===== src/rtl/mem_bus_pkg.sv =====
`default_nettype none
// ============================================================================
//  Module      : mem_bus_pkg
//  Description : Shared types and constants for the MEM-stage bus bridge:
//                FSM state encoding, access-size encoding, byte-enable
//                patterns and the misalignment check.
//  Revision    : 1.0  initial release
// ============================================================================
package mem_bus_pkg;

    // FSM state encoding
    typedef logic [1:0] state_t;
    localparam state_t ST_IDLE = 2'd0;
    localparam state_t ST_REQ  = 2'd1;
    localparam state_t ST_DONE = 2'd2;

    // Access size encoding
    typedef logic [1:0] size_t;
    localparam size_t SZ_BYTE = 2'd0;
    localparam size_t SZ_HALF = 2'd1;
    localparam size_t SZ_WORD = 2'd2;

    // Byte-enable patterns
    localparam logic [3:0] BE_WORD    = 4'b1111;
    localparam logic [3:0] BE_HALF_LO = 4'b0011;
    localparam logic [3:0] BE_HALF_HI = 4'b1100;
    localparam logic [3:0] BE_BYTE0   = 4'b0001;

    // A halfword must sit on an even address, a word on a multiple of four.
    // Bytes can never be misaligned.
    function automatic logic is_misaligned(input size_t size, input logic [1:0] off);
        logic mis;
        mis = 1'b0;
        case (size)
            SZ_HALF: mis = off[0];
            SZ_WORD: mis = (off != 2'b00);
            default: mis = 1'b0;
        endcase
        return mis;
    endfunction

endpackage : mem_bus_pkg
`default_nettype wire


===== src/rtl/store_aligner.sv =====
`default_nettype none
// ============================================================================
//  Module      : store_aligner
//  Description : Combinational store lane steering. Produces the byte enables
//                for the addressed lanes and replicates the low store data
//                across all lanes so the slave can pick any of them.
//  Revision    : 1.0  initial release
// ============================================================================
module store_aligner
    import mem_bus_pkg::*;
(
    input  logic [1:0]  size,
    input  logic [1:0]  byte_off,
    input  logic [31:0] wdata,
    output logic [3:0]  be,
    output logic [31:0] wdata_aligned
);

    // Lane selection and data replication by access size
    always_comb begin
        be            = BE_WORD;
        wdata_aligned = wdata;
        case (size)
            SZ_BYTE: begin
                be            = BE_BYTE0 << byte_off;
                wdata_aligned = {4{wdata[7:0]}};
            end
            SZ_HALF: begin
                be            = byte_off[1] ? BE_HALF_HI : BE_HALF_LO;
                wdata_aligned = {2{wdata[15:0]}};
            end
            default: begin
                be            = BE_WORD;
                wdata_aligned = wdata;
            end
        endcase
    end

endmodule : store_aligner
`default_nettype wire


===== src/rtl/mem_bus_bridge.sv =====
`default_nettype none
// ============================================================================
//  Module      : mem_bus_bridge
//  Description : MEM-stage data-access bridge. Turns one pipeline load/store
//                into a req/ack transaction on the system data bus, stalls
//                the pipeline until completion, registers the raw read word
//                for WB, and flags misaligned accesses and bus faults.
//  Revision    : 1.0  initial release
// ============================================================================
module mem_bus_bridge
    import mem_bus_pkg::*;
#(
    parameter int unsigned TIMEOUT  = 255,
    parameter logic [31:0] RESET_RD = 32'h0000_0000
) (
    input  logic        clk,
    input  logic        reset_n,
    input  logic        req_valid,
    input  logic        req_we,
    input  logic        req_byte,
    input  logic        req_half,
    input  logic [31:0] req_addr,
    input  logic [31:0] req_wdata,
    output logic        stall,
    output logic [31:0] rd_raw,
    output logic [1:0]  rd_byte_addr,
    output logic        rd_valid,
    output logic        addr_err,
    output logic        bus_fault,
    output logic        bus_req,
    output logic        bus_we,
    output logic [31:0] bus_addr,
    output logic [3:0]  bus_be,
    output logic [31:0] bus_wdata,
    input  logic        bus_ack,
    input  logic        bus_err,
    input  logic [31:0] bus_rdata
);

    // The counter holds the number of REQ cycles already spent; the last
    // permitted cycle is the one in which it reads TIMEOUT-1.
    localparam logic [7:0] TIMEOUT_LAST = 8'(TIMEOUT - 1);

    state_t      state_q, state_d;
    logic [7:0]  cnt_q, cnt_d;
    logic        bus_req_q, bus_req_d;
    logic        bus_we_q, bus_we_d;
    logic [31:0] bus_addr_q, bus_addr_d;
    logic [3:0]  bus_be_q, bus_be_d;
    logic [31:0] bus_wdata_q, bus_wdata_d;
    logic [31:0] rd_raw_q, rd_raw_d;
    logic [1:0]  rd_byte_addr_q, rd_byte_addr_d;
    logic        rd_valid_q, rd_valid_d;
    logic        addr_err_q, addr_err_d;
    logic        bus_fault_q, bus_fault_d;

    size_t       req_size;
    logic        req_misaligned;
    logic [3:0]  st_be;
    logic [31:0] st_wdata;

    // Byte takes priority over half; anything else is a word access
    always_comb begin
        req_size = req_byte ? SZ_BYTE : (req_half ? SZ_HALF : SZ_WORD);
        req_misaligned = is_misaligned(req_size, req_addr[1:0]);
    end

    store_aligner u_store_aligner (
        .size          (req_size),
        .byte_off      (req_addr[1:0]),
        .wdata         (req_wdata),
        .be            (st_be),
        .wdata_aligned (st_wdata)
    );

    // Next-state logic: accept, bus handshake with timeout, completion pulse
    always_comb begin
        state_d        = state_q;
        cnt_d          = cnt_q;
        bus_req_d      = bus_req_q;
        bus_we_d       = bus_we_q;
        bus_addr_d     = bus_addr_q;
        bus_be_d       = bus_be_q;
        bus_wdata_d    = bus_wdata_q;
        rd_raw_d       = rd_raw_q;
        rd_byte_addr_d = rd_byte_addr_q;
        rd_valid_d     = 1'b0;
        addr_err_d     = 1'b0;
        bus_fault_d    = 1'b0;
        stall          = 1'b0;

        case (state_q)
            ST_IDLE: begin
                if (req_valid) begin
                    if (req_misaligned) begin
                        addr_err_d = 1'b1;
                    end else begin
                        stall          = 1'b1;
                        state_d        = ST_REQ;
                        cnt_d          = 8'd0;
                        bus_req_d      = 1'b1;
                        bus_we_d       = req_we;
                        bus_addr_d     = {req_addr[31:2], 2'b00};
                        bus_be_d       = req_we ? st_be : BE_WORD;
                        bus_wdata_d    = req_we ? st_wdata : 32'h0000_0000;
                        rd_byte_addr_d = req_addr[1:0];
                    end
                end
            end

            ST_REQ: begin
                stall = 1'b1;
                cnt_d = cnt_q + 8'd1;
                // An ack always wins over a coincident timeout
                if (bus_ack) begin
                    bus_req_d  = 1'b0;
                    rd_valid_d = 1'b1;
                    state_d    = ST_DONE;
                    if (bus_err) begin
                        rd_raw_d    = RESET_RD;
                        bus_fault_d = 1'b1;
                    end else if (!bus_we_q) begin
                        rd_raw_d = bus_rdata;
                    end
                end else if (cnt_q == TIMEOUT_LAST) begin
                    bus_req_d   = 1'b0;
                    rd_valid_d  = 1'b1;
                    rd_raw_d    = RESET_RD;
                    bus_fault_d = 1'b1;
                    state_d     = ST_DONE;
                end
            end

            ST_DONE: begin
                // req_valid here still belongs to the finished instruction
                state_d = ST_IDLE;
            end

            default: begin
                state_d   = ST_IDLE;
                bus_req_d = 1'b0;
            end
        endcase
    end

    // State and output registers; reset drops bus_req immediately
    always_ff @(posedge clk or negedge reset_n) begin
        if (!reset_n) begin
            state_q        <= ST_IDLE;
            cnt_q          <= 8'd0;
            bus_req_q      <= 1'b0;
            bus_we_q       <= 1'b0;
            bus_addr_q     <= 32'h0000_0000;
            bus_be_q       <= 4'b0000;
            bus_wdata_q    <= 32'h0000_0000;
            rd_raw_q       <= RESET_RD;
            rd_byte_addr_q <= 2'b00;
            rd_valid_q     <= 1'b0;
            addr_err_q     <= 1'b0;
            bus_fault_q    <= 1'b0;
        end else begin
            state_q        <= state_d;
            cnt_q          <= cnt_d;
            bus_req_q      <= bus_req_d;
            bus_we_q       <= bus_we_d;
            bus_addr_q     <= bus_addr_d;
            bus_be_q       <= bus_be_d;
            bus_wdata_q    <= bus_wdata_d;
            rd_raw_q       <= rd_raw_d;
            rd_byte_addr_q <= rd_byte_addr_d;
            rd_valid_q     <= rd_valid_d;
            addr_err_q     <= addr_err_d;
            bus_fault_q    <= bus_fault_d;
        end
    end

    assign bus_req      = bus_req_q;
    assign bus_we       = bus_we_q;
    assign bus_addr     = bus_addr_q;
    assign bus_be       = bus_be_q;
    assign bus_wdata    = bus_wdata_q;
    assign rd_raw       = rd_raw_q;
    assign rd_byte_addr = rd_byte_addr_q;
    assign rd_valid     = rd_valid_q;
    assign addr_err     = addr_err_q;
    assign bus_fault    = bus_fault_q;

endmodule : mem_bus_bridge
`default_nettype wire


===== config.mk =====
export PLATFORM = sky130hd
export DESIGN_NAME = mem_bus_bridge
export DESIGN_NICKNAME = d
export VERILOG_FILES = /design/src/rtl/mem_bus_pkg.sv /design/src/rtl/store_aligner.sv /design/src/rtl/mem_bus_bridge.sv
export SDC_FILE = /design/constraint.sdc
export NUM_CORES = 1
export LEC_CHECK = 0
export BUFFER_PORTS_ARGS = -buffer_cell sky130_fd_sc_hd__clkbuf_2
export CORE_ASPECT_RATIO = 0.75
export CORE_UTILIZATION = 35
export CTS_CLUSTER_SIZE = 10
export DETAILED_ROUTE_END_ITERATION = 8
export GPL_ROUTABILITY_DRIVEN = 0
export PLACE_DENSITY_LB_ADDON = 0.08
export SYNTH_ARGS = -nofsm -noshare
export SYNTH_HDL_FRONTEND = slang
export SYNTH_SLANG_ARGS = --single-unit

===== constraint.sdc =====
create_clock -name clk -period 1.6 [get_ports clk]
set_input_delay 0.08 -clock clk [delete_from_list [all_inputs] [get_ports clk]]
set_output_delay 0.08 -clock clk [all_outputs]
set_load 0.02 [all_outputs]

==> flow_summary.yaml, run 1 <==
outcome:
  status: "complete, no violations"
timing:
  rsz0062_at_grt: "no"
  tns_ns: 0
  skew_ns: 0.004480
  worst_slack_ns: 0.08699
  finalSetupViolations: 0
  fmax_mhz: 660.9
  period_share: 0.9456
  fin_crit_ns: 1.513
  maxSlewViolCount: 0
  finalHoldViolCount: 0
worst_setup_path:
  rr_startpoint: "cnt_q[5]$_DFFE_PN0P_"
  critPathRequiredTime_ns: 1.90
  critPathLaunch: "cnt_q[5]$_DFFE_PN0P_"
  r2r_cells: 5
  r2r_end: "rd_raw[14]$_DFFE_PN0P_"
  cp.arrival_ns: 1.81
  crit_path_max_fanout: 32
  crit_path_start_kind: "flip-flop"
  worst-r2r-setup-slack_ns: 0.09
  worstSetupPathType: "flip-flop to flip-flop"
  cp-end-kind: "flip-flop"
synthesis:
  synth-seq-cells: 115
  synthFlopType: "dfrtp_1"
  synth-edff-count: 0
  async_flop_share: 1.000
  synth.most_common_cell: "dfrtp_1"
  synth_cell_types: 36
  synth_top_cells_by_area: "dfrtp_1 (56%), mux2_4 (13%), a22o_1 (5.6%), o21ai_0 (5.2%), nand2_1 (4.1%)"
  syn_area_per_cell_um2: 12.22
  synth_top_area_frac: 0.5568
  ys_top_cells_by_count: "dfrtp_1 (115), nand2_1 (57), o21ai_0 (54)"
  synth_area_leader_cell: "dfrtp_1"
  syn_area_um2: 5169
  yosys_warnings: 0
  yosysSeqAreaShare: 0.5568
  synth_cells: 423
global_route:
  grt_pass1_vias: 4354
  grt_pass1_wl_mm: 22.77
  top_usage_layer: "met2"
  met3_usage: 0.06833
  use_met2: 0.2850
  grt_max_degree: 61
  grt_overflow: 0
  antenna_found_initial: 0
  gr-usage-met1: 0.2693
  grt_use_total: 0.1966
route:
  drc: 0
  drt_wl_total_mm: 14.40
  vias: 4313
  drtIter0Drc: 195
  ant_nets: 0
  first_pass_iters: 4
  wl_per_cell_um: 15.51
  viasPerCell: 4.648
placement:
  post-place-ws_ns: 0.1180
  portBuffers: 209
  placed_cells: 823
  hpwlAfterDp_mm: 9.684
pwr:
  pwr_density_cell_nw_per_um2: 1539
  leakagePower_nw: 4.146
  power.total_mw: 12.07
  ir_worst_vdd_mv: 0.6488
cts:
  numCtsBuffers: 17
  clock_latency_ns: 0.41
  cts_root_buffer: "clkbuf_16"
  clk_pin_slew_worst_paths_ns: 0.05
  htreeDepth: 4
  cts_sinks: 115
  cts_buffer_depth: 2
  cts_tree: "done"
worst_hold_path:
  hp-class: "input pin to flip-flop"
  holdPathStages: 5
  worstHoldEndpoint: "bus_wdata[13]$_DFFE_PN0P_"
  worstHoldStart: "req_wdata[13]"
floorplanning:
  num_io_pins: 212
  rows: 38
  initial_core_util: 0.3576
  dieArea_um2: 15260
  die_y_um: 107.2
  core_um2: 14450
  dieWidth_um: 142.3
cells_and_area:
  final_nets: 822
  drive_above_1_share: 0.4354
  syn2layout_area_growth_pct: 51.80
  stdcell_count: 928
  antenna_cells: 0
job:
  maxCapViolCount: 0
## worst max-delay path, stage by stage, from the launching register on
cell	delay, ns
dfrtp_1	0.41
and4_1	0.25
a41o_2	0.27
nand3_4	0.09
buf_12	0.18
a22o_1	0.20
## flip-flops by register name (all words and copies together), names as in the netlist
register / count
bus_wdata: 32
rd_raw: 32
bus_addr: 30
cnt_q: 8
bus_be: 4
rd_byte_addr: 2
state_q: 2
addr_err: 1
bus_fault: 1
bus_req: 1
bus_we: 1
rd_valid: 1
## layout by cell type (no fill, tap or decap), types with 3 or more instances in the layout
cell,synthesis,final
mux2_4,44,44
buf_12,0,7
clkbuf_8,0,3
nand2_1,57,56
clkinv_2,0,3
nor2_2,3,4
o21ai_0,54,53
dfrtp_1,115,114
a22o_1,33,33
buf_4,3,13
a21o_1,3,3
nor2b_1,3,3
clkbuf_16,0,17
mux2i_1,17,17
dlygate4sd3_1,0,72
a21boi_0,8,8
bufinv_16,0,3
nand3_1,5,5
inv_1,18,18
o211ai_1,6,6
nor2_1,6,5
mux2_2,3,3
clkbuf_2,1,207
## worst max-delay path by stage
stage,endpoint,cells past startpoint,slack (ns)
4_1_cts,stall,5,0.03
3_5_place_dp,rd_raw[18]$_DFFE_PN0P_,5,0.12
3_3_place_gp,rd_raw[25]$_DFFE_PN0P_,6,0.16
5_1_grt,rd_raw[14]$_DFFE_PN0P_,5,0.00005
2_1_floorplan,rd_raw[0]$_DFFE_PN0P_,5,0.23
6_report,rd_raw[14]$_DFFE_PN0P_,5,0.09
## stage by stage
stage               area, µm²  hold slack, ns    util
global placement         6501        -0.04552  0.4498
CTS                      7828        0.009926  0.5416
global route             7846         0.03424  0.5429
detailed placement       6501        -0.04623  0.4498
floorplan                5172         -0.2156       -
finish                   7846         0.02525  0.5429
## cell families after synthesis
| family | Yosys count | share of synthesized area |
|---|---|---|
| buffers and inverters | 45 | 0.04890 |
| AOI/OAI and AO/OA | 112 | 0.1465 |
| adders and majority gates | 2 | 0.004841 |
| other | 1 | 0.0007255 |
| muxes | 64 | 0.1673 |
| DFF | 115 | 0.5568 |
| and+or+nand+nor | 84 | 0.07504 |
## power by group
part | switching, mW | total, mW | internal, mW
registers | 0.528 | 4.29 | 3.76
logic | 2.17 | 3.93 | 1.76
clock network | 1.30 | 3.86 | 2.55
total | 4.00 | 12.1 | 8.07
## final cells by class
class | count | area (µm²)
fill | 1294 | 6608
sequential | 115 | 2879
multi-input combinational | 264 | 2047
timing repair buffer | 300 | 1999
clock buffer | 22 | 474.2
tap | 200 | 250.2
clock inverter | 9 | 128.9
inverter | 18 | 67.56
## routing by layer
layer,share of wire,vias up
li1,-,2064
met1,0.47,2096
met2,0.44,138
met3,0.068,15
met4,0.013,0
met5,0,-
## repair_timing
item,4_1_cts,5_1_grt
hold buffers,72,0
setup buffers,0,2
endpoints found under the hold margin,186,0
setup endpoints to repair,1,1
pin swaps,0,1
gates resized for setup,1,4
Power figures use the tool's default switching activity.
==> inputs of run 2 (changes only) <==
--- a/config.mk
+++ b/config.mk
@@ -14,4 +14,5 @@
 export PLACE_DENSITY_LB_ADDON = 0.08
 export SYNTH_ARGS = -nofsm -noshare
 export SYNTH_HDL_FRONTEND = slang
+export SYNTH_HIERARCHICAL = 1
 export SYNTH_SLANG_ARGS = --single-unit
==> run 2 against run 1 <==
Effect of this change:
- worst hold slack worse by 0.013 ns
- setup slack lost 0.045 ns
- design area rose by 5.0%
- sequential cell count stayed put
- maximum frequency fell by 2.9%
- power grew 8.7%
- combinational power rose by 8.4%
- final cell count up 0.65%
- die area increased by 3.6%
- clock skew up 0.0011 ns
- register-to-register slack worse by 0.04 ns
- critical path type unchanged
- largest power group is now the clock network
==> flow_summary.yaml, run 2 <==
worst_setup_path:
  worst-r2r-setup-slack_ns: 0.04
  cp.arrival_ns: 1.91
  crit_path_start_kind: "flip-flop"
  cp-end-kind: "flip-flop"
  worstSetupPathType: "flip-flop to flip-flop"
  critPathRequiredTime_ns: 1.95
  crit_path_max_fanout: 8
placement:
  portBuffers: 209
  placed_cells: 823
  hpwlAfterDp_mm: 10.11
synthesis:
  synth-edff-count: 0
  syn_area_um2: 5360
  synth.most_common_cell: "dfrtp_1"
  synth_top_cells_by_area: "dfrtp_1 (54%), mux2_4 (9.5%), mux2i_1 (7.8%), a22o_1 (5.4%), mux2_2 (3.2%)"
  yosys_warnings: 6
  synth-seq-cells: 115
  synthFlopType: "dfrtp_1"
  ys_top_cells_by_count: "dfrtp_1 (115), nand2_1 (44), mux2i_1 (42)"
  synth_area_leader_cell: "dfrtp_1"
  async_flop_share: 1.000
  syn_area_per_cell_um2: 12.64
  yosysSeqAreaShare: 0.5369
  synth_cells: 424
  synth_cell_types: 40
  synth_top_area_frac: 0.5369
route:
  drc: 0
  drt_wl_total_mm: 15.23
  vias: 4276
  drtIter0Drc: 201
  ant_nets: 0
  viasPerCell: 4.578
  first_pass_iters: 4
  wl_per_cell_um: 16.30
timing:
  finalHoldViolCount: 0
  fin_hold_ws_ns: 0.01207
  worst_slew_pin_slew_ns: 0.5136
  skew_ns: 0.005574
  tns_ns: 0
  fmax_mhz: 641.9
  period_share: 0.9737
  relSlewSlack: 0.6576
  maxSlewViolCount: 0
  fin_crit_ns: 1.558
  finalSetupViolations: 0
  rsz0062_at_grt: "yes"
floorplanning:
  initial_core_util: 0.3648
  num_io_pins: 212
  rows: 38
  dieArea_um2: 15820
  core_um2: 14690
  dieWidth_um: 144.9
  die_y_um: 109.2
pwr:
  pwr-share-clk: 0.344
  pwr-share-comb: 0.324
  ir_worst_vdd_mv: 0.6410
  leakagePower_nw: 4.426
  switching_share: 0.3218
  pwr_density_cell_nw_per_um2: 1594
  p_sw_mw: 4.225
  p_int_mw: 8.903
  seq_power_share: 0.331
cts:
  cts_buffer_depth: 2
  cts_sinks: 115
  htreeDepth: 4
  numCtsBuffers: 17
  cts_root_buffer: "clkbuf_16"
  clk_pin_slew_worst_paths_ns: 0.06
  clock_latency_ns: 0.41
  cts_tree: "done"
cells_and_area:
  stdcell_count: 934
  drive_above_1_share: 0.4564
  final_nets: 828
  layout.core_utilization: 0.5606
  antenna_cells: 0
  final_cell_mix: "clkbuf_2 (207), dfrtp_1 (115), dlygate4sd3_1 (73)"
  layout_commonest_cell: "clkbuf_2"
  syn2layout_area_growth_pct: 53.66
outcome:
  status: "complete, no violations"
global_route:
  grt_use_total: 0.1927
  grt_overflow: 0
  antenna_found_initial: 0
  grt_pass1_vias: 4316
  grt_pass1_wl_mm: 22.47
  grt_max_degree: 43
job:
  maxCapViolCount: 0
worst_hold_path:
  hp-class: "input pin to flip-flop"
[run 2: cell types whose count changed after synthesis, moves of 9 or more]
cell	delta
buf_4	+9
inv_1	+18
mux2i_1	+25
o21ai_0	-52
mux2_4	-10
mux2_2	+12
nand2_1	-13
[run 2: what timing repair did]
action	4_1_cts	5_1_grt
setup endpoints to repair	1	53
hold buffers	73	0
resized for setup	4	9
setup buffers	1	2
cloned	0	4
endpoints found under the hold margin	125	0
pin swaps	1	16
[run 2: worst max-delay path, stage by stage (launching register included)]
cell and delay, ns:
dfrtp_1 0.37, buf_6 0.13, buf_6 0.10, and2b_2 0.20, nand2_2 0.08, nor2_4 0.26
clkbuf_16 0.21, a22o_1 0.14
[run 2: stage by stage]
step | power (mW) | setup slack (ns) | area (µm²)
floorplan | 6.891 | 0.09834 | 5364
global placement | 8.380 | 0.09644 | 6658
detailed placement | 8.413 | 0.05393 | 6658
CTS | 13.17 | 0.004858 | 8112
global route | 13.81 | -0.03573 | 8237
finish | 13.13 | 0.04205 | 8237
[run 2: cell families (layout without fill, tap and decap cells)]
logic type	count (synthesis)	in the layout	share of synthesized area
AO/OA/AOI/OAI	62	62	0.09687
adder cells (fa/ha/maj)	2	2	0.004668
AND/OR/NAND/NOR	78	78	0.06793
buffers and inverters	70	379	0.07726
flip-flops	115	115	0.5369
other	1	2	0.0006996
multiplexers	96	96	0.2157
[run 2: area by class of cell]
class | count | area (µm²)
Fill cell | 1290 | 6455
Multi-Input combinational cell | 240 | 2107
Tap cell | 200 | 250.2
Inverter | 36 | 137.6
Sequential cell | 115 | 2878
Clock buffer | 22 | 474.2
Clock inverter | 9 | 224.0
Timing Repair Buffer | 312 | 2166
[run 2: metal layers]
| layer | global-route usage | wire [µm] | up-vias |
|---|---|---|---|
| met3 | 0.07246 | 1127 | 16 |
| met5 | 0 | 0 | - |
| met2 | 0.3067 | 7085 | 138 |
| met4 | 0.06316 | 158 | 0 |
| met1 | 0.2411 | 6853 | 2069 |
| li1 | - | - | 2053 |
[run 2: worst paths after layout]
check | start | end | cells past startpoint
worst min-delay path | req_wdata[25] | bus_wdata[25]$_DFFE_PN0P_ | 5
worst max-delay path | state_q[0]$_DFFE_PN0P_ | rd_raw[2]$_DFFE_PN0P_ | 7
worst min register to register | rd_byte_addr[1]$_DFFE_PN0P_ | rd_byte_addr[1]$_DFFE_PN0P_ | 1
min in group asynchronous | reset_n | bus_addr[7]$_DFFE_PN0P_ | 2
max in group asynchronous | reset_n | rd_raw[9]$_DFFE_PN0P_ | 3
worst max register to register | state_q[0]$_DFFE_PN0P_ | rd_raw[2]$_DFFE_PN0P_ | 7
[run 2: power by group through the flow]
| stage | sequential, mW | combinational [mW] | clock, mW |
|---|---|---|---|
| floorplan | 5.38 | 1.51 | 0 |
| finish | 4.35 | 4.26 | 4.52 |
| global placement | 4.38 | 4.00 | 0 |
| detailed placement | 4.37 | 4.04 | 0 |
| CTS | 4.34 | 4.22 | 4.60 |
| global route | 4.47 | 4.59 | 4.75 |
